`src/rtl/alu_control_sequencer_if.sv`:
```
// Signal bundle between the control-step sequencer and the datapath it drives.
// Optional SEQ_SINGLE_STEP_EN adds the step input used to gate state advance.
interface alu_control_sequencer_if #(
    parameter int NREG = 16
);
    logic            start;
    logic [31:0]     IR;
`ifdef SEQ_SINGLE_STEP_EN
    logic            step;
`endif
    logic            busy;
    logic            done;
    logic            illegal;
    logic [NREG-1:0] Rout;
    logic [NREG-1:0] Rin;
    logic            PCin, IncPC, MARin, MDRin, Read, MDRout, IRin;
    logic            Yin, Zin, Zlowout, HIin, LOin;
    logic            AND, OR, ADD, SUB, MUL, DIV, SHR, SHRA, SHL, ROR, ROL, NEG, NOT;
    logic [2:0]      state_dbg;

    modport master (
        output start, IR,
`ifdef SEQ_SINGLE_STEP_EN
        output step,
`endif
        input  busy, done, illegal, Rout, Rin,
        input  PCin, IncPC, MARin, MDRin, Read, MDRout, IRin,
        input  Yin, Zin, Zlowout, HIin, LOin,
        input  AND, OR, ADD, SUB, MUL, DIV, SHR, SHRA, SHL, ROR, ROL, NEG, NOT,
        input  state_dbg
    );

    modport slave (
        input  start, IR,
`ifdef SEQ_SINGLE_STEP_EN
        input  step,
`endif
        output busy, done, illegal, Rout, Rin,
        output PCin, IncPC, MARin, MDRin, Read, MDRout, IRin,
        output Yin, Zin, Zlowout, HIin, LOin,
        output AND, OR, ADD, SUB, MUL, DIV, SHR, SHRA, SHL, ROR, ROL, NEG, NOT,
        output state_dbg
    );
endinterface

```
`src/rtl/alu_control_sequencer.sv`:
```
// Hardwired T0-T5 control-step generator for register-to-register ALU instructions.
// Define SEQ_SINGLE_STEP_EN to gate every T-state transition on the step input.
module alu_control_sequencer #(
    parameter int NREG = 16,
    parameter int OPW  = 5
) (
    input  logic                  clk,
    input  logic                  reset,
    alu_control_sequencer_if.slave bus
);
    // Handshake: start is sampled only in IDLE; busy is high in every T-state and
    // done pulses in the write-back step, after which the sequencer is back in IDLE.
    typedef enum logic [2:0] {S_IDLE, S_T0, S_T1, S_T2, S_T3, S_T4, S_T5} state_t;
    typedef enum logic [1:0] {C_ILL, C_3OP, C_MD, C_UN} cls_t;

    localparam logic [OPW-1:0] OP_ADD  = OPW'(5'b00011);
    localparam logic [OPW-1:0] OP_SUB  = OPW'(5'b00100);
    localparam logic [OPW-1:0] OP_SHR  = OPW'(5'b00101);
    localparam logic [OPW-1:0] OP_SHRA = OPW'(5'b00110);
    localparam logic [OPW-1:0] OP_SHL  = OPW'(5'b00111);
    localparam logic [OPW-1:0] OP_ROR  = OPW'(5'b01000);
    localparam logic [OPW-1:0] OP_ROL  = OPW'(5'b01001);
    localparam logic [OPW-1:0] OP_AND  = OPW'(5'b01010);
    localparam logic [OPW-1:0] OP_OR   = OPW'(5'b01011);
    localparam logic [OPW-1:0] OP_DIV  = OPW'(5'b01111);
    localparam logic [OPW-1:0] OP_MUL  = OPW'(5'b10000);
    localparam logic [OPW-1:0] OP_NEG  = OPW'(5'b10001);
    localparam logic [OPW-1:0] OP_NOT  = OPW'(5'b10010);

    function automatic cls_t classify(input logic [OPW-1:0] op);
        case (op)
            OP_ADD, OP_SUB, OP_SHR, OP_SHRA, OP_SHL,
            OP_ROR, OP_ROL, OP_AND, OP_OR:   return C_3OP;
            OP_MUL, OP_DIV:                  return C_MD;
            OP_NEG, OP_NOT:                  return C_UN;
            default:                         return C_ILL;
        endcase
    endfunction

    // One-hot in the order {AND, OR, ADD, SUB, MUL, DIV, SHR, SHRA, SHL, ROR, ROL, NEG, NOT}.
    function automatic logic [12:0] alu_select(input logic [OPW-1:0] op);
        case (op)
            OP_AND:  return 13'h1000;
            OP_OR:   return 13'h0800;
            OP_ADD:  return 13'h0400;
            OP_SUB:  return 13'h0200;
            OP_MUL:  return 13'h0100;
            OP_DIV:  return 13'h0080;
            OP_SHR:  return 13'h0040;
            OP_SHRA: return 13'h0020;
            OP_SHL:  return 13'h0010;
            OP_ROR:  return 13'h0008;
            OP_ROL:  return 13'h0004;
            OP_NEG:  return 13'h0002;
            OP_NOT:  return 13'h0001;
            default: return 13'h0000;
        endcase
    endfunction

    function automatic logic [NREG-1:0] onehot(input logic [3:0] r);
        return NREG'(1) << r;
    endfunction

    state_t         state_q, state_d;
    logic [OPW-1:0] opcode_q, opcode_d;
    logic [3:0]     ra_q, ra_d, rb_q, rb_d, rc_q, rc_d;

    logic [OPW-1:0] ir_op;
    logic [3:0]     ir_ra, ir_rb, ir_rc;
    logic           advance;
    cls_t           ir_cls, lat_cls;
    logic           unused_ir_bits;

    assign ir_op          = bus.IR[31 -: OPW];
    assign ir_ra          = bus.IR[26:23];
    assign ir_rb          = bus.IR[22:19];
    assign ir_rc          = bus.IR[18:15];
    assign unused_ir_bits = ^bus.IR[14:0];
    assign ir_cls         = classify(ir_op);
    assign lat_cls        = classify(opcode_q);

`ifdef SEQ_SINGLE_STEP_EN
    assign advance = bus.step;
`else
    assign advance = 1'b1;
`endif

    logic            busy, done, illegal;
    logic [NREG-1:0] rout, rin;
    logic            pc_in, inc_pc, mar_in, mdr_in, read, mdr_out, ir_in;
    logic            y_in, z_in, zlow_out, hi_in, lo_in;
    logic [12:0]     alu_sel;

    always_ff @(posedge clk or negedge reset) begin
        if (!reset) begin
            state_q  <= S_IDLE;
            opcode_q <= '0;
            ra_q     <= '0;
            rb_q     <= '0;
            rc_q     <= '0;
        end else begin
            state_q  <= state_d;
            opcode_q <= opcode_d;
            ra_q     <= ra_d;
            rb_q     <= rb_d;
            rc_q     <= rc_d;
        end
    end

    always_comb begin
        state_d  = state_q;
        opcode_d = opcode_q;
        ra_d     = ra_q;
        rb_d     = rb_q;
        rc_d     = rc_q;
        busy     = 1'b1;
        done     = 1'b0;
        illegal  = 1'b0;
        rout     = '0;
        rin      = '0;
        pc_in    = 1'b0;
        inc_pc   = 1'b0;
        mar_in   = 1'b0;
        mdr_in   = 1'b0;
        read     = 1'b0;
        mdr_out  = 1'b0;
        ir_in    = 1'b0;
        y_in     = 1'b0;
        z_in     = 1'b0;
        zlow_out = 1'b0;
        hi_in    = 1'b0;
        lo_in    = 1'b0;
        alu_sel  = '0;

        case (state_q)
            S_IDLE: begin
                busy = 1'b0;
                if (bus.start) state_d = S_T0;
            end
            S_T0: begin
                inc_pc = 1'b1;
                pc_in  = 1'b1;
                mar_in = 1'b1;
                if (advance) state_d = S_T1;
            end
            S_T1: begin
                read   = 1'b1;
                mdr_in = 1'b1;
                if (advance) state_d = S_T2;
            end
            S_T2: begin
                mdr_out = 1'b1;
                ir_in   = 1'b1;
                if (advance) state_d = S_T3;
            end
            // First operand step decodes straight from IR; fields are captured on exit.
            S_T3: begin
                case (ir_cls)
                    C_3OP: begin rout = onehot(ir_rb); y_in = 1'b1; end
                    C_MD:  begin rout = onehot(ir_ra); y_in = 1'b1; end
                    C_UN:  begin rout = onehot(ir_rb); alu_sel = alu_select(ir_op); z_in = 1'b1; end
                    default: illegal = 1'b1;
                endcase
                if (advance) begin
                    opcode_d = ir_op;
                    ra_d     = ir_ra;
                    rb_d     = ir_rb;
                    rc_d     = ir_rc;
                    state_d  = (ir_cls == C_ILL) ? S_IDLE : S_T4;
                end
            end
            S_T4: begin
                case (lat_cls)
                    C_3OP: begin rout = onehot(rc_q); alu_sel = alu_select(opcode_q); z_in = 1'b1; end
                    C_MD:  begin rout = onehot(rb_q); alu_sel = alu_select(opcode_q); z_in = 1'b1; end
                    C_UN: begin
                        zlow_out = 1'b1;
                        rin      = (ra_q == 4'd0) ? '0 : onehot(ra_q);
                        done     = 1'b1;
                    end
                    default: ;
                endcase
                if (advance) state_d = (lat_cls == C_3OP || lat_cls == C_MD) ? S_T5 : S_IDLE;
            end
            S_T5: begin
                case (lat_cls)
                    C_3OP: begin
                        zlow_out = 1'b1;
                        rin      = (ra_q == 4'd0) ? '0 : onehot(ra_q);
                        done     = 1'b1;
                    end
                    C_MD: begin hi_in = 1'b1; lo_in = 1'b1; done = 1'b1; end
                    default: ;
                endcase
                if (advance) state_d = S_IDLE;
            end
            default: begin
                busy    = 1'b0;
                state_d = S_IDLE;
            end
        endcase
    end

    assign bus.busy      = busy;
    assign bus.done      = done;
    assign bus.illegal   = illegal;
    assign bus.Rout      = rout;
    assign bus.Rin       = rin;
    assign bus.PCin      = pc_in;
    assign bus.IncPC     = inc_pc;
    assign bus.MARin     = mar_in;
    assign bus.MDRin     = mdr_in;
    assign bus.Read      = read;
    assign bus.MDRout    = mdr_out;
    assign bus.IRin      = ir_in;
    assign bus.Yin       = y_in;
    assign bus.Zin       = z_in;
    assign bus.Zlowout   = zlow_out;
    assign bus.HIin      = hi_in;
    assign bus.LOin      = lo_in;
    assign {bus.AND, bus.OR, bus.ADD, bus.SUB, bus.MUL, bus.DIV, bus.SHR,
            bus.SHRA, bus.SHL, bus.ROR, bus.ROL, bus.NEG, bus.NOT} = alu_sel;
    assign bus.state_dbg = state_q;
endmodule

```
`src/flat_wrapper.sv`:
```
// flat-port wrapper written by rule: the top's interface ports become plain ports
module alu_control_sequencer_flat 
#(
    parameter int NREG = 16,
    parameter int OPW  = 5
)
  (clk, reset, bus_start, bus_IR, bus_busy, bus_done, bus_illegal, bus_Rout, bus_Rin, bus_PCin, bus_IncPC, bus_MARin, bus_MDRin, bus_Read, bus_MDRout, bus_IRin, bus_Yin, bus_Zin, bus_Zlowout, bus_HIin, bus_LOin, bus_AND, bus_OR, bus_ADD, bus_SUB, bus_MUL, bus_DIV, bus_SHR, bus_SHRA, bus_SHL, bus_ROR, bus_ROL, bus_NEG, bus_NOT, bus_state_dbg);
  alu_control_sequencer_if #(.NREG(NREG)) bus_i ();
  input  logic clk;
  input  logic reset;
  input wire logic [$bits(bus_i.start)-1:0] bus_start;
  input wire logic [$bits(bus_i.IR)-1:0] bus_IR;
  output wire logic [$bits(bus_i.busy)-1:0] bus_busy;
  output wire logic [$bits(bus_i.done)-1:0] bus_done;
  output wire logic [$bits(bus_i.illegal)-1:0] bus_illegal;
  output wire logic [$bits(bus_i.Rout)-1:0] bus_Rout;
  output wire logic [$bits(bus_i.Rin)-1:0] bus_Rin;
  output wire logic [$bits(bus_i.PCin)-1:0] bus_PCin;
  output wire logic [$bits(bus_i.IncPC)-1:0] bus_IncPC;
  output wire logic [$bits(bus_i.MARin)-1:0] bus_MARin;
  output wire logic [$bits(bus_i.MDRin)-1:0] bus_MDRin;
  output wire logic [$bits(bus_i.Read)-1:0] bus_Read;
  output wire logic [$bits(bus_i.MDRout)-1:0] bus_MDRout;
  output wire logic [$bits(bus_i.IRin)-1:0] bus_IRin;
  output wire logic [$bits(bus_i.Yin)-1:0] bus_Yin;
  output wire logic [$bits(bus_i.Zin)-1:0] bus_Zin;
  output wire logic [$bits(bus_i.Zlowout)-1:0] bus_Zlowout;
  output wire logic [$bits(bus_i.HIin)-1:0] bus_HIin;
  output wire logic [$bits(bus_i.LOin)-1:0] bus_LOin;
  output wire logic [$bits(bus_i.AND)-1:0] bus_AND;
  output wire logic [$bits(bus_i.OR)-1:0] bus_OR;
  output wire logic [$bits(bus_i.ADD)-1:0] bus_ADD;
  output wire logic [$bits(bus_i.SUB)-1:0] bus_SUB;
  output wire logic [$bits(bus_i.MUL)-1:0] bus_MUL;
  output wire logic [$bits(bus_i.DIV)-1:0] bus_DIV;
  output wire logic [$bits(bus_i.SHR)-1:0] bus_SHR;
  output wire logic [$bits(bus_i.SHRA)-1:0] bus_SHRA;
  output wire logic [$bits(bus_i.SHL)-1:0] bus_SHL;
  output wire logic [$bits(bus_i.ROR)-1:0] bus_ROR;
  output wire logic [$bits(bus_i.ROL)-1:0] bus_ROL;
  output wire logic [$bits(bus_i.NEG)-1:0] bus_NEG;
  output wire logic [$bits(bus_i.NOT)-1:0] bus_NOT;
  output wire logic [$bits(bus_i.state_dbg)-1:0] bus_state_dbg;
  assign bus_i.start = bus_start;
  assign bus_i.IR = bus_IR;
  assign bus_busy = bus_i.busy;
  assign bus_done = bus_i.done;
  assign bus_illegal = bus_i.illegal;
  assign bus_Rout = bus_i.Rout;
  assign bus_Rin = bus_i.Rin;
  assign bus_PCin = bus_i.PCin;
  assign bus_IncPC = bus_i.IncPC;
  assign bus_MARin = bus_i.MARin;
  assign bus_MDRin = bus_i.MDRin;
  assign bus_Read = bus_i.Read;
  assign bus_MDRout = bus_i.MDRout;
  assign bus_IRin = bus_i.IRin;
  assign bus_Yin = bus_i.Yin;
  assign bus_Zin = bus_i.Zin;
  assign bus_Zlowout = bus_i.Zlowout;
  assign bus_HIin = bus_i.HIin;
  assign bus_LOin = bus_i.LOin;
  assign bus_AND = bus_i.AND;
  assign bus_OR = bus_i.OR;
  assign bus_ADD = bus_i.ADD;
  assign bus_SUB = bus_i.SUB;
  assign bus_MUL = bus_i.MUL;
  assign bus_DIV = bus_i.DIV;
  assign bus_SHR = bus_i.SHR;
  assign bus_SHRA = bus_i.SHRA;
  assign bus_SHL = bus_i.SHL;
  assign bus_ROR = bus_i.ROR;
  assign bus_ROL = bus_i.ROL;
  assign bus_NEG = bus_i.NEG;
  assign bus_NOT = bus_i.NOT;
  assign bus_state_dbg = bus_i.state_dbg;
  alu_control_sequencer #(.NREG(NREG), .OPW(OPW)) u_core (.clk(clk), .reset(reset), .bus(bus_i));
endmodule
```
`config.mk`:
```
export PLATFORM = sky130hd
export DESIGN_NAME = alu_control_sequencer_flat
export DESIGN_NICKNAME = d
export VERILOG_FILES = /design/src/rtl/alu_control_sequencer_if.sv /design/src/rtl/alu_control_sequencer.sv /design/src/flat_wrapper.sv
export SDC_FILE = /design/constraint.sdc
export NUM_CORES = 1
export LEC_CHECK = 0
export ABC_CLOCK_PERIOD_IN_PS = 8850
export CAP_MARGIN = 20
export CORE_MARGIN = 2
export CORE_UTILIZATION = 46
export DETAILED_ROUTE_END_ITERATION = 8
export GPL_TIMING_DRIVEN = 0
export PLACE_DENSITY = 0.87
export SETUP_SLACK_MARGIN = 0.4
export SLEW_MARGIN = 20
export SYNTH_ARGS = -nofsm -noshare
export SYNTH_HDL_FRONTEND = slang
export SYNTH_SLANG_ARGS = --single-unit
```
`constraint.sdc`:
```
create_clock -name clk -period 8.85 [get_ports clk]
set_clock_uncertainty 0.1 [all_clocks]
set_input_delay 1.77 -clock clk [delete_from_list [all_inputs] [get_ports clk]]
set_output_delay 1.77 -clock clk [all_outputs]
set_load 0.03 [all_outputs]
```
==> impl_metrics.yaml <==
outcome:
  outcome: "complete, no violations"
timing:
  worst_pin_slew_ns: 0.9568
  max_freq_mhz: 132.9
  rsz0062_at_grt: "no"
  fin_crit_sh: 0.8500
  fin_crit_ns: 7.522
  setup-violations-final: 0
  slew_headroom: 0.3601
  finalHoldViolCount: 0
  slew_viol_final: 0
  tns_ns: 0
  setup_slack_ns: 1.328
synthesis:
  yosys.area_share.xor_xnor: 0.003977
  synth-edff-count: 0
  ys_seq_area_frac: 0.2273
  synth_fa_ha_area_frac: 0.08523
  synth_cells: 279
  synthMuxAreaShare: 0.05625
  mappedNetlistArea_mm2: 0.002202
  synth_top_family_by_area: "simple AND/OR/NAND/NOR gates"
  synth_area_leaders: "dfrtp_1, ha_1, nand2_1, o221ai_1, mux2_2"
  synth_area_per_cell_um2: 7.893
  synthArstFlopShare: 1.000
  yosys.area_share.simple: 0.3489
  synth_top_area_frac: 0.2273
  synthFlopType: "dfrtp_1"
  yosysUniqueCellTypes: 52
  syn_nets: 329
  yosys_warnings: 0
  synth_compound_area_frac: 0.1966
  synth_top_area_cell: "dfrtp_1"
  ys_ff_latch: 20
floorplan:
  die_w_um: 73.19
  die_h_um: 73.19
  dieArea_mm2: 0.005357
  rows: 25
  start_util: 0.4725
  core_area_mm2: 0.004661
  io_pins: 98
power:
  power_density_mw_per_mm2: 227.6
  ir_drop_v: 0.0001147
  leakagePower_nw: 1.165
  p_total_w: 0.0007113
clocking:
  numCtsBuffers: 3
  clk_latency_ns: 0.26
  cts_resized: 0
  h-tree-depth: 1
  root_buffer: "clkbuf_8"
  cts.sinks: 20
  clkTransAtPathRegs_ns: 0.08
  clockBufferDepth: 2
  cts_hold_buf: 0
  cts_tree: "yes"
  cts_setup_buffers: 0
worst_setup_path:
  cp.depth: 13
  criticalPathCategory: "in -> out"
  path_buf_inv: 5
  slowest_stage: "clkdlybuf4s50_1"
  cp_top_family: "buffers and inverters"
  slowest_delay_ns: 0.72
  cp.required_ns: 6.98
  arrival_ns: 5.65
  path_max_fanout: 10
  crit_path_start: "bus_IR[28]"
  r2r-start: "u_core.opcode_q[0]"
  r2r_cells: 8
  crit_path_cell_trace: "clkdlybuf4s50_1 -> ha_1 -> nor2_1 -> o311a_1 -> clkbuf_1 -> buf_2 -> ha_1 -> or4b_1 -> buf_6 -> nor3_1 -> nand3_1 -> o221ai_1 -> clkdlybuf4s50_1"
  setup.worst_path.start_class: "input port"
  endpoint_kind: "output port"
worst_hold_path:
  hp-class: "reg -> reg"
  min-delay-start: "u_core.opcode_q[2]"
  worstHoldPathCells: 1
global_route:
  grt_use_total: 0.2368
  grt_first_pass_wirelength_mm: 10.13
  grt.overflow.total: 0
  antenna_found_initial: 0
  grt_max_degree: 21
  grt_pass1_vias: 2180
drt:
  routedWlPerCell_um: 15.24
  drt_wl_total_mm: 6.353
  drcViolationCount: 0
  dr.pass1.iters: 5
  drt_iter0_markers: 177
  vias: 2422
  post_drt_via_cell_ratio: 5.808
  ant_nets: 0
placement:
  dp_slack_ns: 1.337
  globalplace.congestion: 0.9325
  port-buffer-count: 80
  dpl.hpwl_mm: 5.074
cells_and_area:
  fin_nets: 414
  area_growth_pct: 41.93
  diodes: 0
  fill_cells: 405
  drive_above_1_share: 0.1102
job:
  maxCapViolations: 0
cell usage after synthesis, drive strengths merged, types with 3 or more instances:
library cell	number
nand2	37
nor2	26
nand3	21
dfrtp	20
o221ai	16
ha	15
inv	15
buf	13
o21ai	12
mux2	11
a22o	10
clkbuf	9
nor3	9
nor3b	8
nor2b	5
nand3b	4
nand4	4
a21oi	3
and2	3
and3	3
nand2b	3
nand4b	3
nor4	3
or3	3
power by group:
part | switching [W] | internal, W
Combinational | 0.000259 | 0.000188
Clock | 0.0000320 | 0.0000396
Sequential | 0.0000544 | 0.000138
Total | 0.000346 | 0.000366
registers in the layout (all words and copies together), names as in the netlist:
register,cells
u_core.ra_q,4
u_core.bus.state_dbg,3
u_core.rb_q,4
u_core.opcode_q,5
u_core.rc_q,4
cells by family after synthesis:
logic type	after synthesis
other	1
and+or+nand+nor	138
DFF	20
xor gates and xnor gates	1
adders and majority gates	15
AOI/OAI and AO/OA	56
muxes	11
buffers and inverters	37
final cells by class:
type / instances / area (µm²) / area share
Timing Repair Buffer: 80 / 800.8 / 0.2562
Buffer: 22 / 120.1 / 0.03843
Sequential cell: 20 / 500.5 / 0.1601
Tap cell: 54 / 67.56 / 0.02162
Inverter: 15 / 56.30 / 0.01801
Multi-Input combinational cell: 222 / 1525 / 0.4880
Clock buffer: 4 / 55.05 / 0.01761
cells in the final DEF (no fill, tap or decap), types with 2 or more instances in the layout:
cell / netlist / final
clkbuf_1: 9 / 9
or3_1: 3 / 3
buf_4: 6 / 6
nor2b_1: 5 / 5
nor3b_4: 3 / 3
and2_1: 3 / 3
nor2_1: 26 / 26
nand4_1: 4 / 4
nand3b_1: 4 / 4
nand2b_1: 3 / 3
mux2_2: 11 / 11
nand3_1: 21 / 21
nor4_1: 3 / 3
o31ai_1: 2 / 2
ha_1: 15 / 15
and3_1: 3 / 3
inv_1: 15 / 15
nand4b_1: 3 / 3
nor3_1: 8 / 8
o21ai_0: 12 / 12
nand2_1: 36 / 36
nor3b_1: 3 / 3
o22ai_1: 2 / 2
clkdlybuf4s50_1: 0 / 80
a22o_1: 10 / 10
dfrtp_1: 20 / 20
o221ai_1: 15 / 15
nor3b_2: 2 / 2
clkbuf_8: 0 / 4
buf_2: 6 / 6
a21oi_1: 3 / 3
per-layer routing:
metal / up-vias / wire, µm / GRT usage
li1: 1185 / - / -
met2: 88 / 3058 / 0.3884
met3: 7 / 384 / 0.02348
met1: 1142 / 2844 / 0.3299
met4: 0 / 65 / 0.06584
met5: - / 0 / 0
final timing paths:
path / endpoint / slack (ns)
setup / recovery: bus_Rout[2] / 1.33
hold / removal: u_core.opcode_q[2] / 0.46
setup reg to reg: u_core.bus.state_dbg[1] / 6.35
hold reg to reg: u_core.opcode_q[2] / 0.46
max in group asynchronous: u_core.rc_q[2] / 6.13
min in group asynchronous: u_core.ra_q[1] / 1.94
metrics by stage:
stage	hold WS [ns]	utilization	instances	cell area [µm²]
2_1_floorplan	0.4098	-	279	2202
3_5_place_dp	0.4379	0.6588	413	3070
4_1_cts	0.4563	0.6706	417	3126
5_1_grt	0.5124	0.6706	417	3126
6_report	0.4563	0.6706	417	3126
3_3_place_gp	0.4230	0.6588	413	3070
Power figures use the tool's default switching activity.
==> variant, RTL diff (same settings) <==
`NREG` is set to 16 in 3 places; all go to 17.
--- a/src/rtl/alu_control_sequencer_if.sv
+++ b/src/rtl/alu_control_sequencer_if.sv
@@ -1,7 +1,7 @@
 // Signal bundle between the control-step sequencer and the datapath it drives.
 // Optional SEQ_SINGLE_STEP_EN adds the step input used to gate state advance.
 interface alu_control_sequencer_if #(
-    parameter int NREG = 16
+    parameter int NREG = 17
 );
     logic            start;
     logic [31:0]     IR;
--- a/src/rtl/alu_control_sequencer.sv
+++ b/src/rtl/alu_control_sequencer.sv
@@ -1,7 +1,7 @@
 // Hardwired T0-T5 control-step generator for register-to-register ALU instructions.
 // Define SEQ_SINGLE_STEP_EN to gate every T-state transition on the step input.
 module alu_control_sequencer #(
-    parameter int NREG = 16,
+    parameter int NREG = 17,
     parameter int OPW  = 5
 ) (
     input  logic                  clk,
--- a/src/flat_wrapper.sv
+++ b/src/flat_wrapper.sv
@@ -1,7 +1,7 @@
 // flat-port wrapper written by rule: the top's interface ports become plain ports
 module alu_control_sequencer_flat 
 #(
-    parameter int NREG = 16,
+    parameter int NREG = 17,
     parameter int OPW  = 5
 )
   (clk, reset, bus_start, bus_IR, bus_busy, bus_done, bus_illegal, bus_Rout, bus_Rin, bus_PCin, bus_IncPC, bus_MARin, bus_MDRin, bus_Read, bus_MDRout, bus_IRin, bus_Yin, bus_Zin, bus_Zlowout, bus_HIin, bus_LOin, bus_AND, bus_OR, bus_ADD, bus_SUB, bus_MUL, bus_DIV, bus_SHR, bus_SHRA, bus_SHL, bus_ROR, bus_ROL, bus_NEG, bus_NOT, bus_state_dbg);
Interface: changed (resized bus_Rin and bus_Rout); port bits go from 98 to 100. The function was not compared with the original's and may differ.
==> variant against the unedited design <==
  * Count of clock-buffer cells in the layout decreased by 1
  * Area after synthesis is 0.80% higher
  * Final area rose by 1.6%
  * Total power grew 4.9%
  * Critical path depth rose by 1
  * Sequential cell count is the same
  * Worst setup slack got worse by 340 ps
  * Routed wire length grew 3.9%
  * Largest cell class unchanged
==> variant: results (changes against the unedited design) <==
| Metric | Value |
|---|---|
| Post-placement setup slack | `1090 ps (-245 ps)` |
| Post-route met1 wirelength | `2.84 mm (-0.25%)` |
| Vias per cell | `6.04 (+4.0%)` |
| DR WL met3 | `518 um (+35%)` |
| R2r setup slk | `6320 ps (-30 ps)` |
| Status | `completed` |
| Power Internal | `387 uW (+5.9%)` |
| Synth area leaders | `dfrtp_1 23%, ha_1 8.5%, nand2_1 6.4%` |
| Clock Latency Late Sink | `280 ps (+20 ps)` |
| Hold EP | `u_core.ra_q[2]$_DFFE_PN0P_` |
| DP Cell Count | `417 (+0.97%)` |
| Number of global-route vias before repair | `2366 (+8.5%)` |
| First-pass GRT wire length | `10.5 mm (+4.0%)` |
| Number of DRC markers in iteration 0 | `272 (+54%)` |
| WHS | `498 ps (+41.6 ps)` |
| Routability cong. | `0.890 (-4.6%)` |
| First-pass iteration count of the detailed router | `7 (+2)` |
| Placed instance area | `0.00311 mm2 (+1.1%)` |
| PortBufs | `81 (+1.3%)` |
| Sequential share of power | `0.266 (-0.004)` |
| LEAKAGE | `0.00120 uW (+3.1%)` |
| Via count | `2542 (+5.0%)` |
| Post-synth top cells | `38 x nand2_1, 23 x nor2_1, 20 x dfrtp_1, 18 x nand3_1` |
| Hold_sp | `u_core.ra_q[2]$_DFFE_PN0P_` |
| DPL Wire Length | `5.01 mm (-1.3%)` |
| VDD IR max | `0.234 mV (+100%)` |
| Seq/Total Area, Yosys | `0.225 (-0.00179)` |
| Worst r2r src | `u_core.opcode_q[1]$_DFFE_PN0P_` |
| Met1 Track Usage GR | `0.320 (-0.00956)` |
| Grt met2 use | `0.402 (+0.0134)` |
| DR WL met2 | `3.10 mm (+1.3%)` |
| Global Route Usage Sum | `0.245 (+0.00794)` |
| Crit path DAT | `6000 ps (+350 ps)` |
| Fraction of layout cells with a size suffix above 1 | `0.123 (+0.0124)` |
| Final Cycle Share | `0.889 (+0.0390)` |
| Number of distinct library cells after synthesis | `53 (+1.9%)` |
| Worst-margin pin slew | `927 ps (-29.8 ps)` |
| Clock power share | `0.131 (+0.030)` |
| CP startpoint | `bus_IR[27]` |
| Sequential group power | `199 uW (+4%)` |
| Drt total wl | `6.60 mm (+3.9%)` |
| CP Capture Point | `bus_Rout[12]` |
==> variant: changes by cell type after synthesis, sizes merged, moves of 2 or more <==
cell and change:
clkbuf -3, nor3 +5, nor2b +4, nand4b -2
nand3 -3, nand2 +2, o31ai -2, o21ai +2
buf +3, nor4 -2, nor2 -3, nand3b -2
nand2b +2
==> variant: layout make-up <==
type / count / area, um2
clock buffer: 3 / 41.3
timing repair buffer: 81 / 811
tap: 54 / 67.6
clock inverter: 1 / 30.0
buffer: 22 / 133
inverter: 15 / 56.3
fill: 382 / 1520
multi-input combinational: 225 / 1540
sequential: 20 / 500
==> variant: cell families after synthesis <==
group / count (synthesis) / share of synthesized area
flops: 20 / 0.225
fa+ha+maj: 15 / 0.0846
mux: 11 / 0.0558
other cells: 1 / 0.00169
buf+inv: 37 / 0.0851
compound gates: 58 / 0.204
simple gates: 138 / 0.343
